===== src/rtl/counter_updn.sv =====
`default_nettype none
// counter_updn: up/down step counter driven by a synchronised, edge-detected start input,
// with load, saturate or modulo wrap, and range flags.  Rev 1.0
module counter_updn #(
  parameter int WIDTH  = 5,
  parameter int MAXVAL = 19,
  parameter int STEP   = 1,
  parameter int WRAP   = 0
) (
  input  logic             mclk,
  input  logic             reset,
  input  logic             start,
  input  logic             ud,
  input  logic             enable,
  input  logic             load,
  input  logic [WIDTH-1:0] load_val,
  output logic [WIDTH-1:0] state,
  output logic             at_max,
  output logic             at_min,
  output logic             wrapped
);

  // One extra bit of headroom so state+STEP and state+MAXVAL+1 never overflow.
  localparam logic [WIDTH:0] c_MAX  = (WIDTH+1)'(MAXVAL);
  localparam logic [WIDTH:0] c_STEP = (WIDTH+1)'(STEP);
  localparam logic [WIDTH:0] c_MOD  = (WIDTH+1)'(MAXVAL + 1);

  logic             r_sync1;
  logic             r_sync2;
  logic             r_dly;
  logic [WIDTH-1:0] r_state;
  logic             r_wrapped;

  logic             w_step;
  logic [WIDTH:0]   w_cur;
  logic [WIDTH:0]   w_up;
  logic [WIDTH:0]   w_sum;
  logic [WIDTH-1:0] w_next;
  logic             w_wrap;
  logic             w_unused;

  assign w_step   = r_sync2 & ~r_dly;
  assign w_cur    = {1'b0, r_state};
  assign w_up     = w_cur + c_STEP;
  assign w_unused = w_sum[WIDTH];

  always_comb begin
    w_sum  = '0;
    w_next = r_state;
    w_wrap = 1'b0;
    if (load) begin
      w_next = ({1'b0, load_val} > c_MAX) ? c_MAX[WIDTH-1:0] : load_val;
    end else if (w_step && enable) begin
      if (!ud) begin
        if (w_up > c_MAX) begin
          if (WRAP != 0) begin
            w_sum  = w_up - c_MOD;
            w_wrap = 1'b1;
          end else begin
            w_sum  = c_MAX;
          end
        end else begin
          w_sum = w_up;
        end
      end else begin
        if (w_cur >= c_STEP) begin
          w_sum = w_cur - c_STEP;
        end else if (WRAP != 0) begin
          w_sum  = w_cur + c_MOD - c_STEP;
          w_wrap = 1'b1;
        end else begin
          w_sum = '0;
        end
      end
      w_next = w_sum[WIDTH-1:0];
    end
  end

  // Clearing the synchroniser on reset both cancels a pending step and makes
  // a start held high through reset release look like a fresh rising edge.
  always_ff @(posedge mclk or negedge reset) begin
    if (!reset) begin
      r_sync1   <= 1'b0;
      r_sync2   <= 1'b0;
      r_dly     <= 1'b0;
      r_state   <= '0;
      r_wrapped <= 1'b0;
    end else begin
      r_sync1   <= start;
      r_sync2   <= r_sync1;
      r_dly     <= r_sync2;
      r_state   <= w_next;
      r_wrapped <= w_wrap;
    end
  end

  assign state   = r_state;
  assign wrapped = r_wrapped;
  assign at_max  = (r_state == c_MAX[WIDTH-1:0]);
  assign at_min  = (r_state == '0);

endmodule
`default_nettype wire


===== config.mk =====
export PLATFORM = sky130hd
export DESIGN_NAME = counter_updn
export DESIGN_NICKNAME = d
export VERILOG_FILES = /design/src/rtl/counter_updn.sv
export SDC_FILE = /design/constraint.sdc
export NUM_CORES = 1
export LEC_CHECK = 0
export BUFFER_PORTS_ARGS = -buffer_cell sky130_fd_sc_hd__buf_4
export CORE_AREA = 5 5 55 57
export DETAILED_ROUTE_END_ITERATION = 8
export DIE_AREA = 0 0 60 62
export GPL_ROUTABILITY_DRIVEN = 1
export HOLD_SLACK_MARGIN = 0.12
export PLACE_DENSITY_LB_ADDON = 0.3
export SKIP_CTS_REPAIR_TIMING = 1
export SYNTH_ARGS = -nofsm -noshare
export SYNTH_HDL_FRONTEND = slang
export SYNTH_SLANG_ARGS = --single-unit

===== constraint.sdc =====
create_clock -name mclk -period 2.5 [get_ports mclk]
set_input_delay 0.25 -clock mclk [delete_from_list [all_inputs] [get_ports mclk]]
set_output_delay 0.25 -clock mclk [all_outputs]
set_load 0.03 [all_outputs]

# Yosys cells after proc, flatten, opt, wreduce, memory -nomap -nowiden
# Index checks and enable logic that the tools add are counted.
# W data, S select, Z words.
# word_totals
out_inout_bits	8
word_cells	21
inputBits	11
ff_bits	8
# classes
bitwise_logic	2
reduce_logical	3
n_addsub	2
n_eq_ne	1
magnitude_cmp	3
n_mux	6
# op_table
op	n
$mux W5	6
$add A5 B1 Y6 const B	1
$gt A6 B5 Y1 const B	1
$eq A5 B5 Y1 const B	1
$ge A5 B1 Y1 const B	1
$gt A5 B5 Y1 const B	1
$logic_not A5 Y1	1
$sub A5 B1 Y5 const B	1
$reduce_bool A2 Y1	1
$and A1 B1 Y1	1
$logic_and A1 B1 Y1	1
$not A1 Y1	1

# Depth between registers and ports, before layout
# depth
depth_word	6
mapped_depth	6
ltp_nobuf	6

# Worst setup path before layout
# No wires, ideal clock.
# synth_timing
kind	register -> output
start	register r_state[0] (netlist: state[0])
end	output port at_min
slack_ns	0.375
t_arrival_ns	1.875
n_path_buf	0
path_stages_with_launch	4
t_required_ns	2.250
path_cell_list	dfrtp_1 inv_1 ha_1 nor4b_1
# synth_between
elab_chain_cells	1
# synth_lines
element	line	source
start, declared	31	logic [WIDTH-1:0] r_state;
start signal, assigned	92	r_state <= w_next;
$logic_not A5 Y1	100	assign at_min = (r_state == '0);
end, declared	19	output logic at_min,
# Every way passes these cells.

# Worst setup path in the final report
# layout_timing
start	register r_state[0] (netlist: state[0])
end	register r_state[0] (netlist: state[0])
# layout_between
elab_chain_cells	6
elab_cells_between_ends	9
cone_classes	2 x add/sub; 2 x order compare; 5 x mux
# layout_lines
element	line	source
$add A5 B1 Y6	44	assign w_up = w_cur + c_STEP;
$gt A6 B5 Y1	55	if (w_up > c_MAX) begin
$mux W5	55	
$mux W5 *	54	if (!ud) begin
$mux W5 *	53	end else if (w_step && enable) begin
$mux W5 *	51	if (load) begin
# Mark *: on every way between the ends. The rest lies on a longest branch, timed or not. The select of a mux whose other input is x is not followed.
# A chain may end at the register's enable or synchronous reset.

==> results.md <==
- In the synthesized netlist, the number of instances is 77.
- For this block, the initial DRC count from the detailed router was 15.
- STA classifies the critical path endpoint as a register.
- The critical path arrival is just under 2000 ps.
- The count of buffers added on input and output ports is 17.
- The routability-driven placement congestion ratio is approximately 0.77.
- In the final routed layout, each cell accounts on average for 13.5 µm.
- Synthesis inferred 8 register bits.
- The root buffer cell chosen for the clock tree is clkbuf_4.
- The initial antenna violation count is 0.
- The final hold violation count is 0.
- The post-layout net count is approximately 110.
- The final wirelength is approximately 1700 µm.
- For this run, the detailed router's first-pass iteration total came to 4.
- For this configuration, the core starts out at a cell density of 0.289.
- For the worst setup path, the data required time is roughly 2600 ps.
- After synthesis, the cell types taking the most area are dfrtp_1 28%, ha_1 7.1%, o32ai_1 5.0%, nor3_4 4.6%, a21oi_1 3.6%.
- For this run, design rule violations remaining after detail routing come to 0.
- The detail route stage leaves a number of antenna-violating nets equal to 0.
- The number of nets in the synthesized netlist is 92.
- For the worst-skew pair, the clock arrives at the later sink with an insertion delay of 250 ps.
- Wire segments on met2 add up to ~800 µm in the final route.
- The synthesized netlist contains 36 unique library cells.
- The global-route wire length before repair is about 2800 µm.
- The total standard cell area after synthesis is around 700 µm².
- The fraction of registers with async set/reset is 1.00.
- The Yosys step of the flow raised 0 warnings.
- Of the cells placed in the final design, the portion with a size suffix greater than 1 is 0.309.
- The largest clock skew in the final design is between 2 and 2.5 ps.
- The clock tree from TritonCTS is built.
- The wire length on met3 is approximately 100 µm.
- The number of failing setup endpoints in the final timing report is 0.
- The post-synthesis sequential area ratio is 0.285.
- The number of vias per cell after detailed routing is roughly 5.2.
- TritonCTS created 3 clock buffers.
- Summed over all cells, the static leakage comes to 0.366 nW.
- The tool flagged a number of max-cap violations equal to 0.
- The final HPWL from detailed placement is approximately 1300 µm.
- CTS built an H-tree with a depth of 1.
- Entering global routing, the biggest net connects 15 pins.
- For this run the aggregate overflow at the end of global routing stands at 0.
- The number of enable-type register cells in the synthesized netlist is 0.
- The synthesized area per cell is 9.13 µm².
- The maximum achievable frequency is around 550 MHz.
- The cell type with the highest aggregate area in the netlist is dfrtp_1.
- For this design, the sink count on the clock tree is 8.
- IR analysis of the VDD net gives a maximum drop of between 0.2 and 0.3 mV.
- The flow ran to the end, and the final reports show no timing, DRC or antenna violations.
- The ratio of total power to cell area is 497 nW/µm².
- The max-slew violation count is 0.
- For this run, the leading register cell type out of synthesis is dfrtp_1.
- Signal routing reaches up to met4.
- Setup repair after global routing left no endpoint under its margin.
- The number of global-route vias before repair was 607.
- The final critical-path share of the clock period is 0.731.
- The maximum root-to-sink buffer count is 2.
- Row generation in the floorplan step produced 18 rows.
- The clock-pin slew on the worst setup and hold paths is about 60 ps.
- For the final routed database, the setup TNS stands at 0 ps.
- The worst slack on hold paths is 275 ps.
- The vertical die dimension is ~62 µm.
- Compared with the post-synthesis result, the final layout area differs by 23.0%.
- The design draws about 0.00043 W.
- The total via count after detailed routing is approximately 650.
- The die footprint is between 3000 and 4000 µm².
- The critical path class is reg2reg.
- The core region is around 2400 µm².
- The routed length on met1 is between 700 and 800 µm.
- The antenna diode instance count is 0.
- For the finished layout, the period the worst path requires is around 1800 ps.
- The worst setup path is launched from a register.
- The top-level I/O count is 19.
- The tightest min-delay check is of the in2reg type.
- For this run, the total global-route usage over all layers was measured as 0.101.
- The area fraction of the dominant cell type after synthesis is 0.285.
- In this run the horizontal extent of the chip is 60 µm.
- In this run the worst path has a maximum fanout of 9.
-- routing by layer --
layer  up-vias  global-route usage
met5         -                   0
met4         0              0.0285
met3         2              0.0248
met2        21               0.168
met1       302               0.129
li1        321                   -
-- state kept, by name, indices dropped and copies added (netlist names) --
signal and count:
state 5, r_sync2 1, r_sync1 1, r_dly 1
-- cell usage in the layout (no fill, tap or decap), drive strengths merged, types with 2 or more instances in the layout --
master / n
nand3: 3
nand3b: 2
dfrtp: 8
nor4b: 2
a21oi: 5
ha: 4
o21ai: 3
o21ba: 2
buf: 17
nor3: 5
clkbuf: 3
dlygate4sd3: 2
o32ai: 4
o31ai: 2
inv: 6
xor2: 2
nand2: 6
-- cells in the mapped netlist (2+ instances only) --
master / number
a21oi_1: 5
buf_4: 2
buf_6: 2
dfrtp_1: 8
ha_1: 4
inv_1: 6
nand2_1: 6
nand3_1: 3
nand3b_1: 2
nor3_1: 3
nor3_4: 2
nor4b_1: 2
o21ai_0: 3
o21ba_2: 2
o31ai_1: 2
o32ai_1: 4
xor2_1: 2
-- path summary, 6_finish.rpt --
kind | startpoint | end | slack, ps | cells past startpoint
worst max-delay path | state[0] | state[0] | 670 | 5
worst min-delay path | load_val[1] | state[1] | 280 | 3
worst max register to register | state[0] | state[0] | 670 | 5
worst min register to register | r_sync1 | r_sync2 | 350 | 0
max in group asynchronous | reset | r_sync2 | 2020 | 2
min in group asynchronous | reset | r_sync1 | 350 | 2
-- logic make-up (layout without fill, tap and decap cells) --
family	Yosys count	in the layout	synth area share
other	1	1	0.00533
and+or+nand+nor	27	27	0.263
adders and majority gates	4	4	0.0712
DFF	8	8	0.285
AOI/OAI and AO/OA	23	23	0.238
xor gates and xnor gates	2	2	0.0249
muxes	1	1	0.0142
buffers and inverters	11	28	0.0979
-- metrics by stage --
| step | setup slack (ps) | utilization | cell area (µm²) | std cells |
|---|---|---|---|---|
| 2_1_floorplan | 375 | - | 703 | 77 |
| 3_3_place_gp | 674 | 0.338 | 822 | 119 |
| 3_5_place_dp | 657 | 0.338 | 822 | 119 |
| 4_1_cts | 653 | 0.347 | 845 | 122 |
| 5_1_grt | 482 | 0.355 | 865 | 124 |
| 6_report | 671 | 0.355 | 865 | 124 |
-- critical path, cell delays in order (launching register included) --
cell,delay [ps]
dfrtp_1,540
ha_1,320
nand2_1,120
o21ba_2,240
o311ai_0,350
a21oi_1,130
-- layout make-up --
class / count / area [µm²]
tap: 30 / 37.5
multi-input combinational: 58 / 434
timing repair buffer: 19 / 148
fill: 268 / 1570
sequential: 8 / 200
inverter: 6 / 22.5
clock buffer: 3 / 22.5
-- power by group --
part / leakage [nW] / total [W] / switching [W] / internal, W
logic: 0.259 / 0.000158 / 0.0000835 / 0.0000745
registers: 0.0933 / 0.000172 / 0.0000318 / 0.000140
clock network: 0.0138 / 0.000100 / 0.0000451 / 0.0000550
total: 0.366 / 0.000430 / 0.000160 / 0.000270
Power figures use the tool's default switching activity.
